<file path="config.mk">
export PLATFORM = sky130hd
export DESIGN_NAME = sop_frame_sched_flat
export DESIGN_NICKNAME = d
export VERILOG_FILES = /design/src/rtl/rx_sync_pkg.sv /design/src/rtl/sop_frame_sched_if.sv /design/src/rtl/sat_cnt8.sv /design/src/rtl/sop_frame_sched.sv /design/src/flat_wrapper.sv
export SDC_FILE = /design/constraint.sdc
export NUM_CORES = 1
export LEC_CHECK = 0
export ABC_AREA = 1
export BUFFER_PORTS_ARGS = -buffer_cell sky130_fd_sc_hd__buf_2
export CAP_MARGIN = 30
export CORE_ASPECT_RATIO = 1.2
export CORE_UTILIZATION = 50
export DETAILED_ROUTE_END_ITERATION = 10
export PLACE_DENSITY = 0.7
export SLEW_MARGIN = 20
export SYNTH_ARGS = -nofsm -noshare
export SYNTH_HDL_FRONTEND = slang
export SYNTH_SLANG_ARGS = --single-unit
</file>
<file path="constraint.sdc">
create_clock -name clk -period 2.4 [get_ports clk]
set_input_delay 0.48 -clock clk [delete_from_list [all_inputs] [get_ports clk]]
set_output_delay 0.48 -clock clk [all_outputs]
set_load 0.02 [all_outputs]
</file>
<file path="src/rtl/rx_sync_pkg.sv">
// Shared definitions for the receive-side frame scheduler: state encoding,
// default timing constants and a small window-membership helper.
package rx_sync_pkg;

    localparam int unsigned SCHED_STATE_W = 32'd3;

    typedef enum logic [SCHED_STATE_W-1:0] {
        ST_IDLE    = 3'd0,
        ST_RESET   = 3'd1,
        ST_SEARCH  = 3'd2,
        ST_TRACK   = 3'd3,
        ST_HOLDOFF = 3'd4
    } sched_state_t;

    localparam int unsigned DEF_SZ_FRAME     = 32'd1000;
    localparam int unsigned DEF_HDR_LEN      = 32'd64;
    localparam int unsigned DEF_PAYLOAD_LEN  = 32'd800;
    localparam int unsigned DEF_ACQ_TIMEOUT  = 32'd50000;
    localparam int unsigned DEF_FILT_RST_LEN = 32'd4;
    localparam int unsigned DEF_HOLDOFF      = 32'd256;

    localparam logic [7:0] SAT8_MAX = 8'hFF;

    // True when an offset lies inside [hdr, hdr+len).
    function automatic logic in_window(input logic [31:0] ofs,
                                       input logic [31:0] hdr,
                                       input logic [31:0] len);
        return (ofs >= hdr) && (ofs < (hdr + len));
    endfunction

endpackage

</file>
<file path="src/rtl/sop_frame_sched_if.sv">
// Bus bundle between the SOP filter side and the frame scheduler.
// The master drives the filter status and enable; the slave is the scheduler.
interface sop_frame_sched_if;
    import rx_sync_pkg::*;

    logic                     en;
    logic                     found_sync;
    logic                     osop;
    logic                     filt_rst;
    logic                     frame_start;
    logic                     payload_valid;
    logic [15:0]              frame_idx;
    logic [7:0]               lock_loss_cnt;
    logic [7:0]               overrun_cnt;
    logic [SCHED_STATE_W-1:0] sched_state;

    modport master (
        output en, found_sync, osop,
        input  filt_rst, frame_start, payload_valid, frame_idx,
               lock_loss_cnt, overrun_cnt, sched_state
    );

    modport slave (
        input  en, found_sync, osop,
        output filt_rst, frame_start, payload_valid, frame_idx,
               lock_loss_cnt, overrun_cnt, sched_state
    );
endinterface

</file>
<file path="src/rtl/sat_cnt8.sv">
// Registered 8-bit event counter that sticks at full scale instead of wrapping.
module sat_cnt8
    import rx_sync_pkg::*;
(
    input  logic       clk,
    input  logic       rst_n,
    input  logic       clr,
    input  logic       inc,
    output logic [7:0] count
);

    logic [7:0] count_r;

    // Count increments until full scale; clear wins over increment.
    always_ff @(posedge clk) begin
        if (!rst_n) begin
            count_r <= 8'd0;
        end else if (clr) begin
            count_r <= 8'd0;
        end else if (inc && (count_r != SAT8_MAX)) begin
            count_r <= count_r + 8'd1;
        end else begin
            count_r <= count_r;
        end
    end

    assign count = count_r;

endmodule

</file>
<file path="src/rtl/sop_frame_sched.sv">
// Frame scheduler: resets the SOP filter, waits for lock, then turns each
// normalized SOP into a frame strobe and a payload window. Lock loss or a
// failed acquisition sends the filter back through a reset pulse.
module sop_frame_sched
    import rx_sync_pkg::*;
#(
    parameter int unsigned SZ_FRAME     = DEF_SZ_FRAME,
    parameter int unsigned HDR_LEN      = DEF_HDR_LEN,
    parameter int unsigned PAYLOAD_LEN  = DEF_PAYLOAD_LEN,
    parameter int unsigned ACQ_TIMEOUT  = DEF_ACQ_TIMEOUT,
    parameter int unsigned FILT_RST_LEN = DEF_FILT_RST_LEN,
    parameter int unsigned HOLDOFF      = DEF_HOLDOFF
)
(
    input  logic clk,
    input  logic rst_n,
    sop_frame_sched_if.slave bus
);

    // Offset counter stops at twice the frame length so a lost SOP stream
    // cannot wrap it back into the payload window.
    localparam int unsigned OFS_SAT = 32'd2 * SZ_FRAME;
    localparam int unsigned OFS_W   = $clog2(OFS_SAT + 32'd1);

    localparam int unsigned TMR_MAX_A = (ACQ_TIMEOUT > HOLDOFF) ? ACQ_TIMEOUT : HOLDOFF;
    localparam int unsigned TMR_MAX   = (TMR_MAX_A > FILT_RST_LEN) ? TMR_MAX_A : FILT_RST_LEN;
    localparam int unsigned TMR_W     = $clog2(TMR_MAX + 32'd1);

    localparam logic [OFS_W-1:0] OFS_SAT_V  = OFS_W'(OFS_SAT);
    localparam logic [TMR_W-1:0] ACQ_LAST   = TMR_W'(ACQ_TIMEOUT - 32'd1);
    localparam logic [TMR_W-1:0] FRST_LAST  = TMR_W'(FILT_RST_LEN - 32'd1);
    localparam logic [TMR_W-1:0] HOLD_LAST  = TMR_W'(HOLDOFF - 32'd1);

    if ((HDR_LEN + PAYLOAD_LEN) >= SZ_FRAME) begin : g_bad_frame_layout
        $error("sop_frame_sched: HDR_LEN + PAYLOAD_LEN must be less than SZ_FRAME");
    end
    if ((ACQ_TIMEOUT == 32'd0) || (FILT_RST_LEN == 32'd0) || (HOLDOFF == 32'd0)) begin : g_bad_timers
        $error("sop_frame_sched: ACQ_TIMEOUT, FILT_RST_LEN and HOLDOFF must be non-zero");
    end

    sched_state_t     state_r;
    logic [TMR_W-1:0] timer_r;
    logic [OFS_W-1:0] offset_r;
    logic             filt_rst_r;
    logic             frame_start_r;
    logic             payload_valid_r;
    logic [15:0]      frame_idx_r;

    logic [OFS_W-1:0] offset_inc_s;
    logic             pv_next_s;
    logic             pv_sop_s;
    logic             lock_loss_inc_s;
    logic             overrun_inc_s;

    // Next offset value, window decode and event pulses for the counters.
    always_comb begin
        offset_inc_s    = offset_r;
        pv_next_s       = 1'b0;
        pv_sop_s        = 1'b0;
        lock_loss_inc_s = 1'b0;
        overrun_inc_s   = 1'b0;

        if (offset_r >= OFS_SAT_V) begin
            offset_inc_s = OFS_SAT_V;
        end else begin
            offset_inc_s = offset_r + OFS_W'(1);
        end

        pv_next_s = in_window(32'(offset_inc_s), HDR_LEN, PAYLOAD_LEN);
        pv_sop_s  = in_window(32'd0, HDR_LEN, PAYLOAD_LEN);

        if (bus.en) begin
            case (state_r)
                ST_SEARCH: begin
                    lock_loss_inc_s = !bus.found_sync && (timer_r == ACQ_LAST);
                end
                ST_TRACK: begin
                    lock_loss_inc_s = !bus.found_sync;
                    overrun_inc_s   = bus.found_sync && bus.osop && payload_valid_r;
                end
                default: begin
                    lock_loss_inc_s = 1'b0;
                    overrun_inc_s   = 1'b0;
                end
            endcase
        end else begin
            lock_loss_inc_s = 1'b0;
            overrun_inc_s   = 1'b0;
        end
    end

    // Scheduler state machine with all of its outputs registered alongside.
    always_ff @(posedge clk) begin
        if (!rst_n) begin
            state_r         <= ST_IDLE;
            timer_r         <= '0;
            offset_r        <= '0;
            filt_rst_r      <= 1'b1;
            frame_start_r   <= 1'b0;
            payload_valid_r <= 1'b0;
            frame_idx_r     <= 16'd0;
        end else if (!bus.en) begin
            state_r         <= ST_IDLE;
            timer_r         <= '0;
            offset_r        <= OFS_SAT_V;
            filt_rst_r      <= 1'b1;
            frame_start_r   <= 1'b0;
            payload_valid_r <= 1'b0;
        end else begin
            frame_start_r   <= 1'b0;
            payload_valid_r <= 1'b0;
            case (state_r)
                ST_IDLE: begin
                    state_r    <= ST_RESET;
                    timer_r    <= '0;
                    filt_rst_r <= 1'b1;
                end
                ST_RESET: begin
                    if (timer_r == FRST_LAST) begin
                        state_r    <= ST_SEARCH;
                        timer_r    <= '0;
                        filt_rst_r <= 1'b0;
                    end else begin
                        timer_r    <= timer_r + TMR_W'(1);
                        filt_rst_r <= 1'b1;
                    end
                end
                ST_SEARCH: begin
                    filt_rst_r <= 1'b0;
                    if (bus.found_sync) begin
                        // No frame seen yet: park the offset outside the window.
                        state_r  <= ST_TRACK;
                        timer_r  <= '0;
                        offset_r <= OFS_SAT_V;
                    end else if (timer_r == ACQ_LAST) begin
                        state_r    <= ST_RESET;
                        timer_r    <= '0;
                        filt_rst_r <= 1'b1;
                    end else begin
                        timer_r <= timer_r + TMR_W'(1);
                    end
                end
                ST_TRACK: begin
                    filt_rst_r <= 1'b0;
                    if (!bus.found_sync) begin
                        // An osop coinciding with the lock drop is discarded.
                        state_r <= ST_HOLDOFF;
                        timer_r <= '0;
                    end else if (bus.osop) begin
                        frame_start_r   <= 1'b1;
                        frame_idx_r     <= frame_idx_r + 16'd1;
                        offset_r        <= '0;
                        payload_valid_r <= pv_sop_s;
                    end else begin
                        offset_r        <= offset_inc_s;
                        payload_valid_r <= pv_next_s;
                    end
                end
                ST_HOLDOFF: begin
                    filt_rst_r <= 1'b0;
                    if (timer_r == HOLD_LAST) begin
                        state_r    <= ST_RESET;
                        timer_r    <= '0;
                        filt_rst_r <= 1'b1;
                    end else begin
                        timer_r <= timer_r + TMR_W'(1);
                    end
                end
                default: begin
                    state_r    <= ST_IDLE;
                    timer_r    <= '0;
                    filt_rst_r <= 1'b1;
                end
            endcase
        end
    end

    sat_cnt8 u_lock_loss_cnt (
        .clk   (clk),
        .rst_n (rst_n),
        .clr   (1'b0),
        .inc   (lock_loss_inc_s),
        .count (bus.lock_loss_cnt)
    );

    sat_cnt8 u_overrun_cnt (
        .clk   (clk),
        .rst_n (rst_n),
        .clr   (1'b0),
        .inc   (overrun_inc_s),
        .count (bus.overrun_cnt)
    );

    assign bus.sched_state   = state_r;
    assign bus.filt_rst      = filt_rst_r;
    assign bus.frame_start   = frame_start_r;
    assign bus.payload_valid = payload_valid_r;
    assign bus.frame_idx     = frame_idx_r;

endmodule

</file>
<file path="src/flat_wrapper.sv">
// flat-port wrapper written by rule: the top's interface ports become plain ports
module sop_frame_sched_flat import rx_sync_pkg::*;
#(
    parameter int unsigned SZ_FRAME     = DEF_SZ_FRAME,
    parameter int unsigned HDR_LEN      = DEF_HDR_LEN,
    parameter int unsigned PAYLOAD_LEN  = DEF_PAYLOAD_LEN,
    parameter int unsigned ACQ_TIMEOUT  = DEF_ACQ_TIMEOUT,
    parameter int unsigned FILT_RST_LEN = DEF_FILT_RST_LEN,
    parameter int unsigned HOLDOFF      = DEF_HOLDOFF
)
  (clk, rst_n, bus_en, bus_found_sync, bus_osop, bus_filt_rst, bus_frame_start, bus_payload_valid, bus_frame_idx, bus_lock_loss_cnt, bus_overrun_cnt, bus_sched_state);
  sop_frame_sched_if bus_i ();
  input  logic clk;
  input  logic rst_n;
  input wire logic [$bits(bus_i.en)-1:0] bus_en;
  input wire logic [$bits(bus_i.found_sync)-1:0] bus_found_sync;
  input wire logic [$bits(bus_i.osop)-1:0] bus_osop;
  output wire logic [$bits(bus_i.filt_rst)-1:0] bus_filt_rst;
  output wire logic [$bits(bus_i.frame_start)-1:0] bus_frame_start;
  output wire logic [$bits(bus_i.payload_valid)-1:0] bus_payload_valid;
  output wire logic [$bits(bus_i.frame_idx)-1:0] bus_frame_idx;
  output wire logic [$bits(bus_i.lock_loss_cnt)-1:0] bus_lock_loss_cnt;
  output wire logic [$bits(bus_i.overrun_cnt)-1:0] bus_overrun_cnt;
  output wire logic [$bits(bus_i.sched_state)-1:0] bus_sched_state;
  assign bus_i.en = bus_en;
  assign bus_i.found_sync = bus_found_sync;
  assign bus_i.osop = bus_osop;
  assign bus_filt_rst = bus_i.filt_rst;
  assign bus_frame_start = bus_i.frame_start;
  assign bus_payload_valid = bus_i.payload_valid;
  assign bus_frame_idx = bus_i.frame_idx;
  assign bus_lock_loss_cnt = bus_i.lock_loss_cnt;
  assign bus_overrun_cnt = bus_i.overrun_cnt;
  assign bus_sched_state = bus_i.sched_state;
  sop_frame_sched #(.SZ_FRAME(SZ_FRAME), .HDR_LEN(HDR_LEN), .PAYLOAD_LEN(PAYLOAD_LEN), .ACQ_TIMEOUT(ACQ_TIMEOUT), .FILT_RST_LEN(FILT_RST_LEN), .HOLDOFF(HOLDOFF)) u_core (.clk(clk), .rst_n(rst_n), .bus(bus_i));
endmodule
</file>
==> metrics.md, run 1 <==
| Metric | Value |
|---|---|
| Final critical-path share of the clock period | `74.1%` |
| Placed cell area | `0.00395 mm2` |
| Clock-pin slew on the worst setup and hold paths | `0.07 ns` |
| Peak supply drop | `0.334 mV` |
| Syn nets | `563` |
| Worst min-delay path startpoint | `u_core.timer_r[1]` |
| CTS Buffer Depth | `2` |
| Worst Max-Slew Pin Slew | `0.439 ns` |
| Power Total | `2.05 mW` |
| CTS tree | `done` |
| Synth Area in Simple Gates | `36.0%` |
| Clock buffer count from CTS | `9` |
| CTS root buf | `clkbuf_8` |
| P_leak | `1.68 nW` |
| Average routed wire per standard cell | `12.0 um` |
| Minimum clock period | `1.78 ns` |
| Total track usage | `23.7%` |
| Synth Instances | `552` |
| Worst R2R Setup Slack | `0.62 ns` |
| Outcome | `finished clean` |
| # clock sinks | `65` |
| Vias per Instance | `5.24` |
| Adder-cell area share of the yosys netlist | `2.07%` |
| # setup viols final | `0` |
| Worst setup SP type | `flop` |
| CTS Hold Bufs | `0` |
| Clock Latency Late Sink | `0.33 ns` |
| Final GP Congestion | `0.897` |
| Worst r2r src | `u_core.timer_r[0]` |
| # IOs | `43` |
| Largest cells by area after synthesis | `dfxtp_1, nand2_1, nor2_1` |
| Synth warn | `0` |
| Die Area | `0.00760 mm2` |
| Post-route cell area | `0.00413 mm2` |
| Final Hold Fails | `0` |
| Filler Cell Count | `678` |
| Seq/Total Area, Yosys | `35.9%` |
| Reg2Reg Depth | `8` |
| Antenna violations before repair | `0` |
| Pre-Repair DR Iteration Count | `5` |
| # diodes | `0` |
| Yosys top cell area share | `35.9%` |
| Final TNS setup | `0 ns` |
| Worst path arrival time | `1.99 ns` |
| Mean Syn Cell Area | `6.57 um2` |
| Hold WC Path Type | `reg -> reg` |
| Post-CTS sizing | `0` |
| Die Ht | `95.3 um` |
| Aggregate global routing overflow | `0` |
| RSZ-0062 raised after global routing | `false` |
| Crit Path Max Fanout | `8` |
| Number of synthesized register bits | `65` |
| Synth Flop Type | `dfxtp_1` |
| Drt drc | `0` |
| Synth Area in Compound Gates | `11.5%` |
| Slew margin rel. | `70.6%` |
| Fraction of layout cells with a size suffix above 1 | `12.2%` |
| Largest net degree at the start of global routing | `18` |
| Critical path class | `reg -> reg` |
| Skew final | `0.00743 ns` |
| WP data required | `2.61 ns` |
| Count leader, synth | `nand2_1` |
| Row count | `33` |
| Vias | `3642` |
| Synth area leader | `dfxtp_1` |
| Final HPWL DP | `6.23 mm` |
| IO buf count | `42` |
| Synth unique cells | `30` |
| Critical Path End Type | `flop` |
| Post-Syn Area | `0.00363 mm2` |
| Postcts setup bufs | `0` |
| Pwr/cell area | `497 mW/mm2` |
| Multiplexer share of the synthesized area | `0%` |
| Global-route wire length before repair | `14.3 mm` |
| DRT Wirelength | `8.32 mm` |
| Initial Util | `52.3%` |
| Max cap viols | `0` |
| Largest family of logic cells by synthesized area | `simple AND/OR/NAND/NOR gates` |
| Final #Nets | `615` |
| Area of the multi-input gates | `0.00208 mm2` |
| Core area | `0.00694 mm2` |
| Number of global-route vias before repair | `3314` |
| H-tree levels | `3` |
| Hold endpoint | `u_core.timer_r[1]` |
| Final Max Slew Viols | `0` |
| Area Growth Syn to Fin | `14.0%` |
| Ys async rst share | `0%` |
| XOR/XNOR Fraction of Synth Area | `7.73%` |
| Routed Antenna Nets | `0` |
| DRT iter0 DRCs | `233` |
| Sequential cell area | `0.00130 mm2` |
| Hold Path Cell Cnt | `2` |
| Fmax achieved | `563 MHz` |
| Post-synth EDFFs | `0` |
| Commonest cells post-synth | `nand2_1, nor2_1, dfxtp_1` |
| DIE WIDTH | `79.8 um` |
| RR Endpoint | `u_core.timer_r[15]` |
==> per-stage QoR <==
| stage | utilization [%] | hold WS (ns) | std cells | worst slack, ns |
|---|---|---|---|---|
| 6_report | 59.6 | 0.487 | 695 | 0.623 |
| 3_3_place_gp | 57.0 | 0.473 | 680 | 0.696 |
| 2_1_floorplan | - | 0.448 | 552 | 0.785 |
| 4_1_cts | 59.6 | 0.487 | 695 | 0.632 |
| 5_1_grt | 59.6 | 0.529 | 695 | 0.483 |
| 3_5_place_dp | 57.0 | 0.475 | 680 | 0.624 |
==> critical path: stages (launching register included) <==
cell	delay, ns
dfxtp_1	0.42
ha_1	0.27
nand3_2	0.15
nor2_4	0.19
nand2_1	0.07
nand2_1	0.12
nand2_2	0.09
o21ai_4	0.27
nor2_1	0.08
==> how the worst max path moves through the flow <==
stage / start / to
2_1_floorplan: u_core.u_lock_loss_cnt.count[0] / u_core.u_lock_loss_cnt.count[2]
4_1_cts: u_core.timer_r[0] / u_core.timer_r[15]
3_5_place_dp: bus_found_sync / u_core.bus.frame_idx[5]
5_1_grt: u_core.timer_r[0] / u_core.timer_r[15]
3_3_place_gp: bus_en / u_core.bus.frame_idx[6]
6_report: u_core.timer_r[0] / u_core.timer_r[15]
==> report_power, final <==
group / switching [mW] / total, mW / internal, mW
logic: 0.0685 / 0.0991 / 0.0306
clock network: 0.399 / 0.852 / 0.453
registers: 0.0132 / 1.10 / 1.09
total: 0.481 / 2.05 / 1.57
==> sequential cells by signal (all words and copies together), names as in the netlist <==
name                          flops
u_core.u_overrun_cnt.count        8
u_core.offset_r                  11
u_core.bus.payload_valid          1
u_core.bus.filt_rst               1
u_core.bus.sched_state            3
u_core.bus.frame_idx             16
u_core.bus.frame_start            1
u_core.timer_r                   16
u_core.u_lock_loss_cnt.count      8
==> cells in the final DEF, fill, tap and decap left out, drive strengths merged <==
cell type  Yosys  final
nand3b         2      2
a21oi         47     47
nand4          9      9
o21ai         31     31
clkbuf         3     13
or2            1      1
nand2        148    148
buf            5     49
o21a           1      1
xor2          21     21
and2           1      1
nand3         50     50
nor4           1      1
xnor2         11     11
clkinvlp       0      1
dfxtp         65     65
ha             6      6
inv           54     54
nor3          10     10
clkinv         0      1
nor2          85     85
o31ai          1      1
==> per-layer routing <==
| metal | vias to the layer above | track usage (%) | wire [um] |
|---|---|---|---|
| li1 | 1896 | - | - |
| met1 | 1635 | 28.2 | 3710 |
| met2 | 95 | 41.7 | 4010 |
| met3 | 16 | 4.78 | 420 |
| met4 | 0 | 8.93 | 174 |
| met5 | - | 0 | 0 |
==> cell families (layout without fill, tap and decap cells) <==
family,after synthesis,count (layout)
and+or+nand+nor,307,307
AOI/OAI and AO/OA,80,80
DFF,65,65
buffers and inverters,62,118
xor gates and xnor gates,32,32
adders and majority gates,6,6
==> cell type report <==
type,instances,area share [%]
Multi-Input combinational cell,425,50.2
Clock buffer,13,4.09
Timing Repair Buffer,49,6.36
Clock inverter,2,0.303
Inverter,54,4.90
Tap cell,87,2.63
Sequential cell,65,31.5
Note: power is estimated with default switching activity, not from simulation.
==> run 2: changes to the inputs <==
- clock period: 2.4 -> 1.7 ns (I/O delays scaled with it)
==> metrics.md, run 2 (synthesis gave the netlist of run 1 again) <==
| Metric | Value |
|---|---|
| Hold Path Cell Cnt | `4` |
| Worst R2R Setup Slack | `0.11 ns` |
| Final HPWL DP | `6.38 mm` |
| Power Total | `3.21 mW` |
| Area Growth Syn to Fin | `18.4%` |
| Total track usage | `23.9%` |
| CTS root buf | `clkbuf_8` |
| Pwr/cell area | `747 mW/mm2` |
| Pre-Repair DR Iteration Count | `4` |
| WHS | `0.376 ns` |
| Crit path largest cell delay | `0.40 ns` |
| Outcome | `finished clean` |
| Final #Nets | `624` |
| CTS Buffer Depth | `2` |
| Core area | `0.00694 mm2` |
| Initial Util | `52.3%` |
| H-tree levels | `3` |
| # IOs | `43` |
| Most common cell after layout, fill and taps aside | `nand2_1` |
| Final critical-path share of the clock period | `93.8%` |
| Aggregate global routing overflow | `0` |
| Worst min-delay path startpoint | `bus_osop` |
| CTS tree | `done` |
| Clock power frac | `46.7%` |
| Worst r2r src | `u_core.timer_r[1]` |
| Largest net degree at the start of global routing | `19` |
| Fmax achieved | `627 MHz` |
| Worst Max-Slew Pin Slew | `0.390 ns` |
| Final Hold Fails | `0` |
| Setup ws final | `0.106 ns` |
| Fraction of layout cells with a size suffix above 1 | `14.6%` |
| Most frequent CP cell | `nand2_1` |
| RR Endpoint | `u_core.timer_r[15]` |
| # setup viols final | `0` |
| Commonest non-fill, non-tap cells in the layout | `nand2_1, nor2_1, dfxtp_1` |
| Filler Cell Count | `673` |
| WP data required | `1.92 ns` |
| Worst setup SP type | `flop` |
| Slowest-stage cell, CP | `dfxtp_1` |
| Drt drc | `0` |
| Clock-pin slew on the worst setup and hold paths | `0.07 ns` |
| DRT Wirelength | `8.52 mm` |
| P_leak | `1.76 nW` |
| Hold WC Path Type | `in -> reg` |
| RSZ-0062 raised after global routing | `false` |
| Peak supply drop | `0.521 mV` |
| Switching share of power | `21.2%` |
| Hold endpoint | `u_core.offset_r[5]` |
| Row count | `33` |
| Minimum clock period | `1.59 ns` |
| Clock buffer count from CTS | `9` |
| Antenna violations before repair | `0` |
| Reg2Reg Depth | `8` |
| Slew margin rel. | `74.0%` |
| Final Util | `61.9%` |
| Comb power frac | `4.7%` |
| Postcts setup bufs | `0` |
| Crit Path Max Fanout | `8` |
| Worst path arrival time | `1.82 ns` |
| Critical path class | `reg -> reg` |
| Part of the power in registers | `48.5%` |
| IO buf count | `42` |
| DIE WIDTH | `79.8 um` |
| DRT iter0 DRCs | `223` |
| Critical Path End Type | `flop` |
| Clock Latency Late Sink | `0.34 ns` |
| Vias | `3665` |
| Average routed wire per standard cell | `12.1 um` |
| Vias per Instance | `5.21` |
| Final Max Slew Viols | `0` |
| Skew final | `0.00711 ns` |
| # clock sinks | `65` |
| Net Sw Power | `0.679 mW` |
| Sequential cell area | `0.00130 mm2` |
| Routed Antenna Nets | `0` |
| Pre-CTS WS | `0.0983 ns` |
| Max cap viols | `0` |
| Number of global-route vias before repair | `3269` |
| # diodes | `0` |
| Die Ht | `95.3 um` |
| Global-route wire length before repair | `14.1 mm` |
| Area of the multi-input gates | `0.00211 mm2` |
| Final TNS setup | `0 ns` |
| Internal power | `2.53 mW` |
| Worst path cell trace | `ha_4 -> nand3_2 -> nor2_1 -> nand2_1 -> nand2_1 -> nand2_1 -> o21ai_4 -> nor2_1` |
| Die Area | `0.00760 mm2` |
| Final GP Congestion | `0.899` |
run 2: cell count changes in the layout (fill, tap and decap cells not counted), moves of 2 or more:
cell and change:
buf_4 +8, bufinv_16 +2, dfxtp_1 -2, dfxtp_2 +2, nor2_1 -2, nor2_2 +2
run 2: worst max path at each step:
stage	cells after the start	to	slack, ns	start
final	8	u_core.timer_r[15]	0.11	u_core.timer_r[1]
after global routing	8	u_core.timer_r[4]	0.005	u_core.timer_r[1]
after CTS	8	u_core.u_lock_loss_cnt.count[4]	0.09	u_core.timer_r[1]
after detailed placement	8	u_core.u_lock_loss_cnt.count[4]	0.1	u_core.timer_r[1]
after global placement	8	u_core.timer_r[15]	0.14	u_core.timer_r[1]
after floorplan	7	u_core.u_lock_loss_cnt.count[2]	0.09	u_core.u_lock_loss_cnt.count[0]
run 2: power by group through the flow:
stage	clock network (mW)	registers, mW	logic (mW)
after global routing	1.61	1.56	0.172
after global placement	0	1.59	0.148
after CTS	1.55	1.55	0.151
after floorplan	0	1.59	0.0927
final	1.50	1.56	0.152
after detailed placement	0	1.59	0.150
run 2: layout make-up:
cell class	instances	share of cell area [%]
repair buffers	58	7.98
flip-flops and latches	65	30.4
clock buffers	13	3.93
clock inverters	2	1.40
multi-input cells	425	49.1
inverters	54	4.72
well taps	87	2.53
run 2: what timing repair did:
item                       in CTS  in global routing
gates resized for setup         0                 10
hold buffers                    0                  0
setup endpoints to repair       0                 15
run 2: routing by layer:
layer / track usage, % / wire, um / vias to the layer above / part of all wire [%]
met5: 0 / 0 / - / 0
met4: 10.9 / 187 / 0 / 2.2
met1: 28.1 / 3830 / 1675 / 45
met2: 42.4 / 4220 / 72 / 50
met3: 3.92 / 286 / 16 / 3.4
li1: - / - / 1902 / -
run 2: per-stage QoR:
| step | instances | cell area [um2] |
|---|---|---|
| floorplan | 552 | 3630 |
| CTS | 704 | 4260 |
| detailed placement | 689 | 4030 |
| global placement | 689 | 4030 |
| finish | 704 | 4300 |
| global route | 704 | 4300 |
run 2: critical path: cells and delay by family (launching register included):
| family | cells | cell delay (ns) |
|---|---|---|
| and+or+nand+nor | 6 | 0.61 |
| DFF | 1 | 0.40 |
| AOI/OAI and AO/OA | 1 | 0.29 |
| adders and majority gates | 1 | 0.17 |
==> run 3: changes to the inputs <==
- ABC_AREA: 1 -> 0
==> metrics.md, run 3 <==
| Metric | Value |
|---|---|
| Internal power | `2.29 mW` |
| CTS Hold Bufs | `0` |
| P_leak | `1.96 nW` |
| Seq/Total Area, Yosys | `38.3%` |
| Power Total | `3.02 mW` |
| Ys async rst share | `0%` |
| DIE WIDTH | `77.3 um` |
| Vias | `3329` |
| Synth Instances | `395` |
| IO buf count | `42` |
| Synth area leader | `dfxtp_1` |
| WHS | `0.477 ns` |
| Core area | `0.00649 mm2` |
| Die Area | `0.00714 mm2` |
| RSZ-0062 raised after global routing | `true` |
| Peak supply drop | `0.521 mV` |
| Count leader, synth | `dfxtp_1` |
| Largest cells by area after synthesis | `dfxtp_1, and2_1, xor2_1` |
| Largest net degree at the start of global routing | `29` |
| Aggregate global routing overflow | `0` |
| Final TNS setup | `-0.903 ns` |
| Synth Flop Type | `dfxtp_1` |
| # setup viols final | `18` |
| Net Sw Power | `0.734 mW` |
| # IOs | `43` |
| Routed Antenna Nets | `0` |
| Number of synthesized register bits | `65` |
| WP data required | `1.98 ns` |
| Slowest-stage cell, CP | `or4_4` |
| Slew margin rel. | `72.7%` |
| DRT iter0 DRCs | `176` |
| Hold WC Path Type | `in -> reg` |
| Skew final | `0.0107 ns` |
| Final Max Slew Viols | `0` |
| Final critical-path share of the clock period | `106%` |
| Final #Nets | `513` |
| Clock buffer count from CTS | `9` |
| Post-synth EDFFs | `0` |
| Worst path arrival time | `2.08 ns` |
| Critical path class | `reg -> reg` |
| Most common cell after layout, fill and taps aside | `buf_4` |
| Total track usage | `24.4%` |
| Final HPWL DP | `6.00 mm` |
| Commonest non-fill, non-tap cells in the layout | `buf_4, dfxtp_1, buf_2` |
| Violated checks | `negative setup slack` |
| Setup ws final | `-0.0988 ns` |
| Worst path cell trace | `nor4_4 -> buf_4 -> nand4_1 -> o2bb2ai_4 -> or4_4 -> a21oi_2` |
| Clock power frac | `42.2%` |
| Average routed wire per standard cell | `14.5 um` |
| Comb power frac | `6.2%` |
| Fraction of layout cells with a size suffix above 1 | `36.1%` |
| Crit Path Max Fanout | `4` |
| Layout Cells excl Fill | `592` |
| Max cap viols | `0` |
| CTS Buffer Depth | `2` |
| Yosys top cell area share | `38.3%` |
| Global-route wire length before repair | `14.0 mm` |
| Final Hold Fails | `0` |
| Worst Max-Slew Pin Slew | `0.410 ns` |
| CTS tree | `done` |
| Pre-Repair DR Iteration Count | `4` |
| Final GP Congestion | `0.866` |
| CTS root buf | `clkbuf_8` |
| Syn nets | `406` |
| H-tree levels | `3` |
| DRT Wirelength | `8.60 mm` |
| CP top delay family | `simple AND/OR/NAND/NOR gates` |
| Worst setup SP type | `flop` |
| # clock sinks | `65` |
| Switching share of power | `24.3%` |
| Final Util | `70.3%` |
| Clock-pin slew on the worst setup and hold paths | `0.07 ns` |
| Crit path largest cell delay | `0.42 ns` |
| Drt drc | `0` |
| Placed Cells incl. Taps | `567` |
| Initial Util | `52.4%` |
| Mean Syn Cell Area | `8.61 um2` |
| Die Ht | `92.3 um` |
| Row count | `32` |
| Clock Latency Late Sink | `0.34 ns` |
| Critical Path End Type | `flop` |
| Synth warn | `0` |
| Synth unique cells | `53` |
| Buf+Inv Stages, Crit Path | `1` |
| Antenna violations before repair | `0` |
| Fmax achieved | `556 MHz` |
| Vias per Instance | `5.62` |
| Part of the power in registers | `51.5%` |
| Number of global-route vias before repair | `3112` |
| # diodes | `0` |
| Pwr/cell area | `663 mW/mm2` |
| Minimum clock period | `1.80 ns` |
| Post-Syn Area | `0.00340 mm2` |
| Outcome | `finished, violations left` |
| Commonest cells post-synth | `dfxtp_1, nand2_1, nor2_1` |
| Area Growth Syn to Fin | `34.1%` |
run 3: cell count changes in the layout (fill, tap and decap cells not counted), moves of 23 or more:
cell,before,now
inv_1,54,8
and2_1,1,28
nand2_1,145,37
buf_4,15,64
nand3_1,46,23
a21oi_1,46,7
nor2_1,80,26
run 3: cell families after synthesis:
logic type                 share of synthesized area, %
adders and majority gates                          2.21
buffers and inverters                              3.46
DFF                                                38.3
AOI/OAI and AO/OA                                  12.8
muxes                                              1.18
xor gates and xnor gates                           9.27
and+or+nand+nor                                    32.8
run 3: path summary, 6_finish.rpt:
| path | start | endpoint | slack [ns] | cells after the start |
|---|---|---|---|---|
| worst max-delay path | u_core.timer_r[13] | u_core.bus.sched_state[1] | -0.1 | 6 |
| worst max register to register | u_core.timer_r[13] | u_core.bus.sched_state[1] | -0.1 | 6 |
| worst min-delay path | bus_found_sync | u_core.bus.sched_state[2] | 0.48 | 5 |
| worst min register to register | u_core.bus.frame_idx[15] | u_core.bus.frame_idx[15] | 0.48 | 2 |
run 3: metal layers:
layer	global-route usage, %	routed length, um	part of all wire, %
met3	3.84	351	4.1
met4	12.4	168	2.0
met1	29.8	3780	44
met2	41.3	4300	50
met5	0	0	0
run 3: power by group through the flow:
stage / Clock, mW / Combinational (mW) / Sequential (mW)
final: 1.28 / 0.188 / 1.56
after global routing: 1.37 / 0.204 / 1.56
after CTS: 1.29 / 0.177 / 1.56
after detailed placement: 0 / 0.170 / 1.59
after global placement: 0 / 0.167 / 1.59
after floorplan: 0 / 0.104 / 1.59
run 3: through the flow:
stage / instance area, um2 / worst slack [ns]
final: 4560 / -0.0988
after global routing: 4560 / -0.223
after CTS: 4410 / -0.0219
after detailed placement: 4150 / -0.123
after global placement: 4150 / -0.0850
after floorplan: 3480 / -0.0701
run 3: cell type report:
cell class | instances | area, um2
Clock buffer | 10 | 128
Clock inverter | 6 | 58.8
Fill cell | 530 | 1930
Inverter | 8 | 30.0
Multi-Input combinational cell | 306 | 2150
Sequential cell | 65 | 1320
Tap cell | 85 | 106
Timing Repair Buffer | 112 | 767
run 3: worst reg2reg max path, stage by stage, from the launching register on:
cell and delay (ns):
dfxtp_2 0.34, nor4_4 0.26, buf_4 0.19, nand4_1 0.17, o2bb2ai_4 0.22, or4_4 0.42
a21oi_2 0.14
run 3: repair_timing:
item | in CTS | in global routing
gates resized for setup | 13 | 36
setup buffers | 5 | 4
cloned | 0 | 0
endpoints found under the hold margin | 0 | 0
pin swaps | 7 | 17
endpoints found under the setup margin | 24 | 40
